File: src/rtl/demux_1by16_tdm.sv
// demux_1by16_tdm: 1-to-16 time-division demultiplexer that locks to a
// frame-start marker and assembles each 16-slot serial frame into a word.
//
// Ports:
//   clk, rst     clock (rising edge), asynchronous active-high reset
//   in_valid     in/sync carry a slot bit this cycle
//   in           serial slot bit
//   sync         frame-start marker, marks the current bit as slot 0
//   sel          slot index the next accepted bit is written to
//   out          assembly register, bit i = slot i of the frame in progress
//   frame        last completed frame
//   frame_valid  one-cycle strobe when frame updates
//   locked       framer is locked to the slot stream
//   sync_err     one-cycle strobe on a framing error
module demux_1by16_tdm #(
  parameter int SLOTS = 16,
  parameter int SEL_W = 4
) (
  input  logic             clk,
  input  logic             rst,
  input  logic             in_valid,
  input  logic             in,
  input  logic             sync,
  output logic [SEL_W-1:0] sel,
  output logic [SLOTS-1:0] out,
  output logic [SLOTS-1:0] frame,
  output logic             frame_valid,
  output logic             locked,
  output logic             sync_err
);

  typedef enum logic {
    HUNT,
    LOCKED
  } state_t;

  state_t           state, state_n;
  logic [SEL_W-1:0] sel_n;
  logic [SLOTS-1:0] out_n;
  logic [SLOTS-1:0] frame_n;
  logic             fv_n;
  logic             err_n;

  always_ff @(posedge clk or posedge rst) begin
    if (rst) begin
      state       <= HUNT;
      sel         <= '0;
      out         <= '0;
      frame       <= '0;
      frame_valid <= 1'b0;
      sync_err    <= 1'b0;
    end else begin
      state       <= state_n;
      sel         <= sel_n;
      out         <= out_n;
      frame       <= frame_n;
      frame_valid <= fv_n;
      sync_err    <= err_n;
    end
  end

  // state is itself a register, so locked stays a registered output
  assign locked = (state == LOCKED);

  always_comb begin
    state_n = state;
    sel_n   = sel;
    out_n   = out;
    frame_n = frame;
    fv_n    = 1'b0;
    err_n   = 1'b0;
    if (in_valid) begin
      if (sync) begin
        // sync always restarts at slot 0; mid-frame it drops the partial
        if (state == LOCKED && sel != '0) begin
          err_n = 1'b1;
        end
        out_n    = '0;
        out_n[0] = in;
        sel_n    = SEL_W'(1);
        state_n  = LOCKED;
      end else if (state == LOCKED) begin
        if (sel == '0) begin
          // slot 0 arrived without its marker: framing is lost
          err_n   = 1'b1;
          state_n = HUNT;
        end else begin
          out_n[sel] = in;
          sel_n      = sel + SEL_W'(1);
          if (sel == SEL_W'(SLOTS - 1)) begin
            frame_n = {in, out[SLOTS-2:0]};
            fv_n    = 1'b1;
          end
        end
      end
    end
  end

endmodule
File: config.mk
export PLATFORM = sky130hd
export DESIGN_NAME = demux_1by16_tdm
export DESIGN_NICKNAME = d
export VERILOG_FILES = /design/src/rtl/demux_1by16_tdm.sv
export SDC_FILE = /design/constraint.sdc
export NUM_CORES = 1
export LEC_CHECK = 0
export ABC_AREA = 1
export BUFFER_PORTS_ARGS = -buffer_cell sky130_fd_sc_hd__buf_2
export CAP_MARGIN = 20
export CORE_ASPECT_RATIO = 1.5
export CORE_MARGIN = 1.5
export CORE_UTILIZATION = 47
export CTS_BUF_LIST = sky130_fd_sc_hd__clkbuf_4 sky130_fd_sc_hd__clkbuf_8
export DETAILED_ROUTE_END_ITERATION = 8
export PLACE_DENSITY = 0.74
export RECOVER_POWER = 25
export SYNTH_ARGS = -nofsm -noshare
export SYNTH_HDL_FRONTEND = slang
export SYNTH_SLANG_ARGS = --single-unit
export TNS_END_PERCENT = 20
File: constraint.sdc
create_clock -name clk -period 1.2 [get_ports clk]
set_input_delay 0.24 -clock clk [delete_from_list [all_inputs] [get_ports clk]]
set_output_delay 0.24 -clock clk [all_outputs]
set_load 0.02 [all_outputs]
-- Word level (Yosys, flattened, before mapping)
Index checks and enable logic that the tools add are counted.
- word-level logic and storage cells: 42
- register bits: 39
- output and inout port bits: 39
- equality and inequality tests: 2
- reduce and logical (&&, ||, !) cells: 7
- mux-type cells: 22
- bitwise logic cells: 2
- add/sub/neg operators: 1
- order comparisons: 2
- operators with widths (cell ; number):
    $mux W16 ; 3
    $bwmux W16 ; 1
    $mux W1 ; 14
    $mux W4 ; 3
    $lt A4 B5 Y1 const B ; 1
    $reduce_and A5 Y1 ; 1
    $add A4 B1 Y4 const B ; 1
    $demux W1 S4 ; 1
    $eq A4 B4 Y1 const B ; 1
    $ge A4 B1 Y1 const B ; 1
    $logic_not A4 Y1 ; 1
    $reduce_bool A4 Y1 ; 1
    $reduce_and A3 Y1 ; 1
    $logic_and A1 B1 Y1 ; 2
    $ne A2 B2 Y1 const B ; 1
    $not A1 Y1 ; 2
    $reduce_bool A2 Y1 ; 1

-- Longest topological paths before layout
Gate-level depths: netlist of the first run.
- word-level depth: 8
- gate-level depth with buffers: 9

-- Worst setup path after synthesis of the first run
Ideal clock, no wire load.
- kind: reg2reg
- start: register sel[0]
- end: register out[15]
- arrival time: 1.389 ns
- path buffers: 1
- setup time: 0.117 ns
- setup slack: -0.307 ns
- data required time: 1.083 ns
- period minus slack after synthesis: 1.507 ns
- stages on the path, launching flop included: 10
- cells stage by stage: dfrtp_1 inv_1 ha_1 nand2_4 nand2_4 nand2_4 buf_6 nand2_1 nand2_1 nand2_1
- longest elaborated chain between the ends: 8
- elaborated cells between the ends (all ways): 12
- RTL lines (what ; RTL line ; RTL):
    start: declaration ; 24 ; output logic [SEL_W-1:0] sel,
    start signal: assignment ; 54 ; sel <= sel_n;
    $lt A4 B5 Y1 (implied by the code) or $ge A4 B1 Y1 (tied branches) ; 88 ; out_n[sel] = in;
    $logic_and A1 B1 Y1 (implied by the code) ; 88 ;
    $mux W1 (implied by the code) ; 88 ;
    $demux W1 S4 ; 88 ;
    $bwmux W16 ; 88 ;
    $mux W16 ; 83 ; if (sel == '0) begin
    $mux W16 ; 82 ; end else if (state == LOCKED) begin
    $mux W16 ; 73 ; if (sync) begin
    end signal: assignment ; 55 ; out <= out_n;
    end: declaration ; 25 ; output logic [SLOTS-1:0] out,
Several ways; a longest one is shown, not always the timed one. The select of a mux whose other input is x is not followed.
A chain may end at the register's enable or synchronous reset.

-- Worst setup path after layout of the first run
- start: register sel[1]
- end: register frame[4]
- longest elaborated chain between the ends: 3
- elaborated cells between the ends (all ways): 4
- RTL lines (what ; RTL line ; RTL):
    $logic_not A4 Y1 ; 83 ;
    $not A1 Y1 (no line) ; -- ;
    $reduce_and A5 Y1 (no line) * ; -- ;
    end signal: assignment ; 56 ; frame <= frame_n;
    end: declaration ; 26 ; output logic [SLOTS-1:0] frame,
Every way passes the cells marked *; elsewhere a longest branch is shown, timed or not.

==> results of run 1 <==
critical path, delay by kind of cell (launching register included):
kind	cells	cell delay, ns
simple gates	4	0.34
buf+inv	1	0.17
flops	1	0.46
compound gates	1	0.05
fa+ha+maj	1	0.18
metrics by stage:
stage	util [%]	power [mW]	hold WS, ns
final	72.1	4.23	0.215
after floorplan	-	2.31	0.351
after CTS	68.8	4.14	0.205
after global placement	61.3	2.74	0.236
after global routing	72.1	4.45	0.223
after detailed placement	61.3	2.76	0.249
logic make-up after synthesis:
| family | share of synthesized area [%] |
|---|---|
| compound gates | 10.7 |
| fa+ha+maj | 2.58 |
| buf+inv | 9.34 |
| flops | 50.2 |
| simple gates | 27.2 |
Yosys cell counts:
| library cell | instances |
|---|---|
| o211ai_1 | 1 |
| nand3_1 | 12 |
| inv_4 | 1 |
| ha_1 | 4 |
| inv_2 | 1 |
| dfrtp_1 | 39 |
| buf_6 | 4 |
| nor2_1 | 20 |
| nand2_1 | 79 |
| inv_1 | 31 |
| nand4_1 | 2 |
| o21ai_2 | 12 |
| o21ai_0 | 19 |
| buf_2 | 2 |
| nor2_4 | 3 |
| nor3_1 | 1 |
| nand2_4 | 4 |
sequential cells by signal, indices dropped and copies added (netlist names):
signal,count
sync_err,1
frame,16
frame_valid,1
sel,4
out,16
locked,1
power by group through the flow:
stage	clock network, mW	logic, mW	registers (mW)
6_report	0.982	1.71	1.54
2_1_floorplan	0	0.648	1.66
3_3_place_gp	0	1.19	1.54
3_5_place_dp	0	1.21	1.55
4_1_cts	1.00	1.61	1.52
5_1_grt	1.06	1.85	1.55
cell type report:
type / count / area, µm²
fill: 311 / 1110
multi-input combinational: 159 / 992
sequential: 39 / 981
timing repair buffer: 75 / 588
inverter: 33 / 131
clock buffer: 7 / 96.3
tap: 45 / 56.3
clock inverter: 1 / 7.51
per-layer routing:
layer | part of all wire, % | wire length, µm | track usage (%) | vias up
met2 | 54 | 2550 | 41.4 | 52
met4 | 4.1 | 195 | 13.2 | 0
met1 | 38 | 1800 | 23.4 | 853
li1 | - | - | - | 887
met3 | 4.3 | 206 | 4.88 | 18
met5 | 0 | 0 | 0 | -
worst max-delay path by stage:
stage | depth (start not counted) | endpoint | slack, ns | startpoint
finish | 7 | frame[4] | -0.10 | sel[1]
floorplan | 9 | out[15] | -0.12 | sel[1]
global placement | 7 | out[13] | -0.09 | sel[1]
CTS | 7 | out[13] | -0.07 | sel[1]
global route | 7 | out[6] | -0.15 | sel[1]
detailed placement | 8 | out[15] | -0.11 | sel[1]
timing repair:
action	4_1_cts	5_1_grt
pin swaps	5	14
endpoints found under the hold margin	6	0
setup buffers	4	1
gates resized for setup	36	26
hold buffers	1	0
gates cloned	2	2
endpoints found under the setup margin	40	42
==> impl_metrics.py, run 1 <==
metrics = {
    "synth": {
        "syn_avg_cell_area_um2": 8.27,
        "yosysWarnings": 0,
        "yosys-top-cells-area": "dfrtp_1 (50%), nand2_1 (15%), inv_1 (6.0%), o21ai_2 (5.4%), o21ai_0 (4.9%)",
        "ys_ff_latch": 39,
        "syn_inst": 235,
        "synth_area_leader_cell": "dfrtp_1",
        "synth.top_cell.area_share_pct": 50.2,
        "synth_fp_nets": 244,
        "yosysUniqueCellTypes": 17,
        "yosysSeqAreaShare_pct": 50.2,
        "syn_area_mm2": 0.00194,
    },
    "timing": {
        "fin_skew_ns": 0.00414,
        "hold_viol": 0,
        "fin_setup_tns_ns": -2.79,
        "max_slew_margin_pct": 74.3,
        "layout_setup_ws_ns": -0.102,
        "max_freq_mhz": 768,
        "rsz0062_at_grt": "true",
        "final-setup-viol-count": 39,
        "final.min_clock_period_ns": 1.30,
        "worst_slew_pin_slew_ns": 0.386,
        "finalMaxSlewViolations": 0,
        "post-route-period-util_pct": 109,
    },
    "clock_tree": {
        "path_clk_slew_ns": 0.07,
        "cts-root-buf": "clkbuf_8",
        "max-clock-path-buffers": 2,
        "cts_made_buffers": 5,
        "cts_tree": "done",
        "clock_latency_ns": 0.29,
        "htreeDepth": 2,
        "cts.sinks": 39,
    },
    "setup_path": {
        "worst-path-max-fanout": 6,
        "slowest_delay_ns": 0.46,
        "arrival_ns": 1.49,
        "worstPathCellList": "ha_4 -> nand2_4 -> nor2_4 -> nand2_4 -> buf_12 -> nand2_2 -> o21ai_2",
        "critical-path-slowest-cell": "dfrtp_2",
        "required_ns": 1.39,
        "cp-start-kind": "flop",
        "critPathCaptureType": "flop",
        "rr_endpoint": "frame[4]",
        "rrSetupSlack_ns": -0.10,
        "r2r-start": "sel[1]",
        "critPathKind": "reg -> reg",
        "reg2reg_depth": 7,
        "cp_common_cell": "nand2_4",
    },
    "power_and_ir_drop": {
        "power_frac_seq_pct": 36.3,
        "combPwrFrac_pct": 40.5,
        "vdd_drop_max_mv": 1.20,
        "power.leakage_nw": 1.59,
        "p_per_area_mw_per_mm2": 1480,
        "p_int_mw": 2.69,
        "clkPwrFrac_pct": 23.2,
        "p_switching_mw": 1.55,
        "switching_share_pct": 36.6,
    },
    "floorplan": {
        "fp-row-count": 28,
        "die_w_um": 55.5,
        "initial_utilization_pct": 49.1,
        "io_pins": 44,
        "dieArea_mm2": 0.00454,
        "core-area_mm2": 0.00396,
        "die_h_um": 81.8,
    },
    "routing": {
        "ant_nets": 0,
        "first_pass_iters": 4,
        "vias": 1810,
        "drc_errors": 0,
        "wl_per_cell_um": 13.2,
        "vias_per_cell": 5.04,
        "drtIter0Drc": 54,
        "routed_wl_mm": 4.75,
    },
    "final_layout": {
        "stdcell_area_mm2": 0.00285,
        "layout.cells.non_filler": 359,
        "final_cell_mix": "nand2_1 (59), buf_2 (38), dfrtp_1 (35), inv_1 (28), nand2_2 (19)",
        "fin_nets": 322,
        "areaGrowthSynthToFinish_pct": 46.8,
        "final_common_cell": "nand2_1",
        "drive_above_1_share_pct": 44.9,
        "insertedDiodeCount": 0,
    },
    "min_path": {
        "hold_path_end": "frame[15]",
        "hp-start": "in",
        "holdPathStages": 3,
        "hp-class": "in -> reg",
    },
    "global_routing": {
        "grt_pass1_wl_mm": 7.87,
        "antenna_found_initial": 0,
        "grt.total_usage_pct": 22.5,
        "grt_pass1_vias": 1820,
        "overflow": 0,
        "grt_max_degree": 20,
    },
    "outcome": {
        "violations": "setup timing",
        "status": "finished, violations left",
    },
    "place": {
        "dpl_cell_area_mm2": 0.00243,
        "numPlacedInstances": 341,
        "place_hpwl_mm": 3.30,
        "post-place-ws_ns": -0.113,
        "portBuffers": 43,
        "place_congestion": 0.865,
    },
    "flow_run": {
        "max-cap-violations": 0,
    },
}
Power figures use the tool's default switching activity.
==> run 2: changes to the inputs <==
--- a/config.mk
+++ b/config.mk
@@ -15,6 +15,7 @@
 export DETAILED_ROUTE_END_ITERATION = 8
 export PLACE_DENSITY = 0.74
 export RECOVER_POWER = 25
+export SKIP_LAST_GASP = 1
 export SYNTH_ARGS = -nofsm -noshare
 export SYNTH_HDL_FRONTEND = slang
 export SYNTH_SLANG_ARGS = --single-unit
==> run 2 against run 1 <==
  * Maximum frequency about the same
  * Critical path depth unchanged
  * Clock skew about the same
  * The flow still finishes with violations (setup timing)
  * Register-to-register slack hardly changed
  * Worst setup slack is essentially flat
==> impl_metrics.py, run 2 (same netlist as run 1, synthesis figures left out) <==
metrics = {
    "clock_tree": {
        "cts-root-buf": "clkbuf_8",
        "htreeDepth": 2,
        "max-clock-path-buffers": 2,
        "cts.sinks": 39,
        "path_clk_slew_ns": 0.07,
        "cts_made_buffers": 5,
        "cts_tree": "done",
        "clock_latency_ns": 0.30,
    },
    "setup_path": {
        "worst-path-max-fanout": 4,
        "arrival_ns": 1.49,
        "r2r-start": "sel[1]",
        "reg2reg_depth": 7,
        "required_ns": 1.39,
        "critPathCapture": "out[13]",
        "rrSetupSlack_ns": -0.10,
        "critPathCaptureType": "flop",
        "startpoint": "sel[1]",
        "critPathKind": "reg -> reg",
        "rr_endpoint": "out[13]",
        "cp-start-kind": "flop",
    },
    "place": {
        "place_hpwl_mm": 3.30,
        "portBuffers": 43,
        "place_congestion": 0.865,
    },
    "routing": {
        "drc_errors": 0,
        "wl_per_cell_um": 13.2,
        "vias": 1780,
        "drtIter0Drc": 38,
        "vias_per_cell": 4.97,
        "ant_nets": 0,
        "routed_wl_mm": 4.72,
        "first_pass_iters": 4,
    },
    "global_routing": {
        "grt_max_degree": 20,
        "grt.total_usage_pct": 22.7,
        "overflow": 0,
        "grt_pass1_vias": 1823,
        "grt_pass1_wl_mm": 7.94,
        "antenna_found_initial": 0,
    },
    "final_layout": {
        "final_cell_mix": "nand2_1 (70), buf_2 (39), dfrtp_1 (35), inv_1 (28), buf_4 (21)",
        "areaGrowthSynthToFinish_pct": 42.8,
        "fin_nets": 321,
        "drive_above_1_share_pct": 40.9,
        "insertedDiodeCount": 0,
        "top_regs": "frame (16), out (16), sel (4)",
        "final_common_cell": "nand2_1",
    },
    "timing": {
        "rsz0062_at_grt": "true",
        "fin_skew_ns": 0.00392,
        "max_freq_mhz": 768,
        "finalMaxSlewViolations": 0,
        "holdWs_ns": 0.212,
        "hold_viol": 0,
        "layout_setup_ws_ns": -0.102,
        "max_slew_margin_pct": 74.8,
        "final.min_clock_period_ns": 1.30,
        "fin_setup_tns_ns": -2.63,
        "post-route-period-util_pct": 109,
        "final-setup-viol-count": 40,
        "worst_slew_pin_slew_ns": 0.378,
    },
    "flow_run": {
        "max-cap-violations": 0,
    },
    "floorplan": {
        "dieArea_mm2": 0.00454,
        "io_pins": 44,
        "initial_utilization_pct": 49.1,
        "die_w_um": 55.5,
        "die_h_um": 81.8,
        "core-area_mm2": 0.00396,
        "fp-row-count": 28,
    },
    "outcome": {
        "violations": "setup timing",
        "status": "finished, violations left",
    },
    "min_path": {
        "hp-class": "in -> reg",
        "hp-start": "in",
    },
    "power_and_ir_drop": {
        "vdd_drop_max_mv": 1.14,
        "p_per_area_mw_per_mm2": 1480,
        "power.leakage_nw": 1.57,
    },
}
## run 2: report_power, final
part | switching (mW) | internal [mW]
clock | 0.464 | 0.523
sequential | 0.124 | 1.41
combinational | 0.922 | 0.666
total | 1.51 | 2.60
## run 2: worst min path at each step
stage | cells past startpoint | slack, ns | endpoint
finish | 3 | 0.21 | frame[15]
global route | 3 | 0.22 | frame[15]
CTS | 3 | 0.20 | frame[15]
detailed placement | 2 | 0.25 | frame[0]
global placement | 2 | 0.24 | frame_valid
floorplan | 1 | 0.35 | locked
## run 2: routing by layer
metal	GRT usage, %	vias up	wire (µm)
met4	13.9	0	184
li1	-	885	-
met5	0	-	0
met2	41.1	53	2520
met1	23.8	825	1780
met3	5.35	17	228
## run 2: critical path, cell delays in order, from the launching register on
cell	delay (ns)
dfrtp_2	0.47
inv_4	0.09
ha_2	0.23
inv_1	0.07
o21ai_0	0.16
nand2_1	0.08
nand2_1	0.05
nand2_1	0.05
## run 2: area by class of cell
type	instances	area [µm²]
fillers	317	1180
flip-flops and latches	39	981
multi-input cells	159	942
repair buffers	74	559
inverters	33	131
clock buffers	7	96.3
well taps	45	56.3
clock inverters	1	7.51
## run 2: what timing repair did
| action | in CTS | in global routing |
|---|---|---|
| hold buffers | 1 | 0 |
| gates cloned | 2 | 2 |
| pin swaps | 5 | 10 |
| resized for setup | 28 | 11 |
| hold endpoints to repair | 6 | 0 |
| buffers inserted | 4 | 0 |
| endpoints found under the setup margin | 40 | 42 |
## run 2: stage by stage
| stage | area [µm²] | std cells | utilization [%] | setup slack, ns | total power [mW] |
|---|---|---|---|---|---|
| global placement | 2430 | 341 | 61.3 | -0.0895 | 2.74 |
| detailed placement | 2430 | 341 | 61.3 | -0.113 | 2.76 |
| finish | 2770 | 358 | 70.1 | -0.102 | 4.11 |
| floorplan | 1980 | 235 | - | -0.122 | 2.31 |
| global route | 2770 | 358 | 70.1 | -0.151 | 4.33 |
| CTS | 2710 | 356 | 68.3 | -0.0725 | 4.09 |
==> run 3: changes to the inputs <==
--- a/config.mk
+++ b/config.mk
@@ -15,6 +15,7 @@
 export DETAILED_ROUTE_END_ITERATION = 8
 export PLACE_DENSITY = 0.74
 export RECOVER_POWER = 25
+export REMOVE_ABC_BUFFERS = 1
 export SKIP_LAST_GASP = 1
 export SYNTH_ARGS = -nofsm -noshare
 export SYNTH_HDL_FRONTEND = slang
==> run 3 against run 2 <==
  * The flow still finishes with violations (setup timing)
  * Sequential power down 3%
  * Via count up 7.5%
  * Hold slack worse by 0.030 ns
  * Clock-buffer cell count down 1
  * Critical path depth unchanged
  * Maximum frequency down 3.3%
  * Die area unchanged
  * Utilization up 2.8 points
  * Cell count up 3.6%
  * Final area up 4.0%
  * Non-clock buffer count up 12
  * Largest power group unchanged
  * Sequential cell count unchanged
==> impl_metrics.py, run 3 (same netlist as run 1, synthesis figures left out) <==
metrics = {
    "timing": {
        "holdWs_ns": 0.182,
        "final-setup-viol-count": 42,
        "max_slew_margin_pct": 64.8,
        "rsz0062_at_grt": "true",
        "finalMaxSlewViolations": 0,
        "final.min_clock_period_ns": 1.35,
        "fin_skew_ns": 0.00584,
        "worst_slew_pin_slew_ns": 0.528,
        "max_freq_mhz": 743,
        "layout_setup_ws_ns": -0.146,
        "hold_viol": 0,
        "post-route-period-util_pct": 112,
    },
    "outcome": {
        "violations": "setup timing",
        "status": "finished, violations left",
    },
    "power_and_ir_drop": {
        "switching_share_pct": 36.8,
        "power.leakage_nw": 1.62,
        "clkPwrFrac_pct": 26.0,
        "p_per_area_mw_per_mm2": 1570,
        "vdd_drop_max_mv": 1.25,
        "p_switching_mw": 1.66,
        "fin_total_pwr_mw": 4.52,
        "p_int_mw": 2.86,
        "power_frac_seq_pct": 32.9,
        "combPwrFrac_pct": 41.1,
    },
    "floorplan": {
        "dieArea_mm2": 0.00454,
        "die_w_um": 55.5,
        "io_pins": 44,
        "fp-row-count": 28,
        "core-area_mm2": 0.00396,
        "die_h_um": 81.8,
        "initial_utilization_pct": 49.1,
    },
    "routing": {
        "ant_nets": 0,
        "drc_errors": 0,
        "vias_per_cell": 5.16,
        "vias": 1913,
        "first_pass_iters": 4,
        "routed_wl_mm": 5.70,
        "drtIter0Drc": 87,
        "wl_per_cell_um": 15.4,
    },
    "setup_path": {
        "rr_endpoint": "out[8]",
        "startpoint": "sel[2]",
        "rrSetupSlack_ns": -0.15,
        "worst-path-max-fanout": 8,
        "critPathCaptureType": "flop",
        "critPathKind": "reg -> reg",
        "critPathCapture": "out[8]",
        "arrival_ns": 1.54,
        "required_ns": 1.39,
        "cp-start-kind": "flop",
        "r2r-start": "sel[2]",
        "reg2reg_depth": 7,
    },
    "clock_tree": {
        "cts_made_buffers": 5,
        "htreeDepth": 2,
        "cts-root-buf": "clkbuf_8",
        "cts.sinks": 39,
        "cts_tree": "done",
        "clock_latency_ns": 0.31,
        "path_clk_slew_ns": 0.08,
        "max-clock-path-buffers": 2,
    },
    "final_layout": {
        "top_regs": "frame (16), out (16), sel (4)",
        "areaGrowthSynthToFinish_pct": 48.5,
        "final_common_cell": "nand2_1",
        "drive_above_1_share_pct": 45.1,
        "insertedDiodeCount": 0,
        "fin_nets": 334,
        "layout.cells.non_filler": 371,
        "stdcell_area_mm2": 0.00289,
        "final_cell_mix": "nand2_1 (64), buf_2 (42), dfrtp_1 (37), buf_4 (32), inv_1 (28)",
    },
    "global_routing": {
        "grt_pass1_wl_mm": 8.58,
        "top_usage_layer": "met2",
        "overflow": 0,
        "grt_max_degree": 40,
        "grt_util_met3_pct": 6.14,
        "antenna_found_initial": 0,
        "grt.total_usage_pct": 25.2,
        "grt_pass1_vias": 1817,
        "met1_usage_pct": 27.4,
        "grt_use_met2_pct": 43.0,
    },
    "min_path": {
        "hp-class": "in -> reg",
    },
    "place": {
        "numPlacedInstances": 348,
        "post-place-ws_ns": -0.177,
        "place_congestion": 0.946,
        "portBuffers": 43,
        "place_hpwl_mm": 3.28,
        "dpl_cell_area_mm2": 0.00242,
    },
    "flow_run": {
        "max-cap-violations": 0,
    },
}
run 3: cell type report:
cell class	instances	area, µm²
clock buffer	6	82.6
clock inverter	2	35.0
fill	313	1070
inverter	33	130
multi-input combinational	160	997
sequential	39	978
tap	45	56.3
timing repair buffer	86	606
run 3: worst min-delay path by stage:
stage,startpoint,end,slack [ns],cells past startpoint
6_report,in,frame[15],0.18,3
5_1_grt,in,out[15],0.22,3
4_1_cts,in,frame[15],0.19,3
3_5_place_dp,rst,frame[9],0.31,3
3_3_place_gp,rst,frame[0],0.30,3
2_1_floorplan,in_valid,locked,0.35,1
run 3: power groups by stage:
stage | sequential (mW) | combinational, mW | clock [mW]
2_1_floorplan | 1.66 | 0.508 | 0
3_3_place_gp | 1.50 | 1.25 | 0
3_5_place_dp | 1.50 | 1.27 | 0
4_1_cts | 1.48 | 1.54 | 1.17
5_1_grt | 1.50 | 2.00 | 1.25
6_report | 1.49 | 1.86 | 1.18
run 3: critical path, cell delays in order, from the launching register on:
cell and delay (ns):
dfrtp_2 0.43, buf_6 0.14, nor2_4 0.19, nand2_8 0.11
nand2_8 0.13, nand2_4 0.09, nand2_1 0.08, nand2_1 0.06
run 3: per-stage QoR:
step                setup TNS (ns)  utilization (%)
floorplan                    -9.49                -
CTS                          -3.36             70.2
finish                       -4.42             72.9
global placement             -2.97             61.1
global route                 -7.21             72.9
detailed placement           -4.75             61.1
run 3: layer usage:
metal,wire length [µm],up-vias
met5,0,-
met4,278,0
met3,260,20
met2,3100,66
met1,2060,910
li1,-,917
run 3: what timing repair did:
item / 4_1_cts / 5_1_grt
resized for setup: 38 / 23
pin swaps: 5 / 14
hold buffers: 1 / 0
endpoints found under the hold margin: 39 / 0
setup buffers: 8 / 3
endpoints found under the setup margin: 43 / 43
cloned: 2 / 2
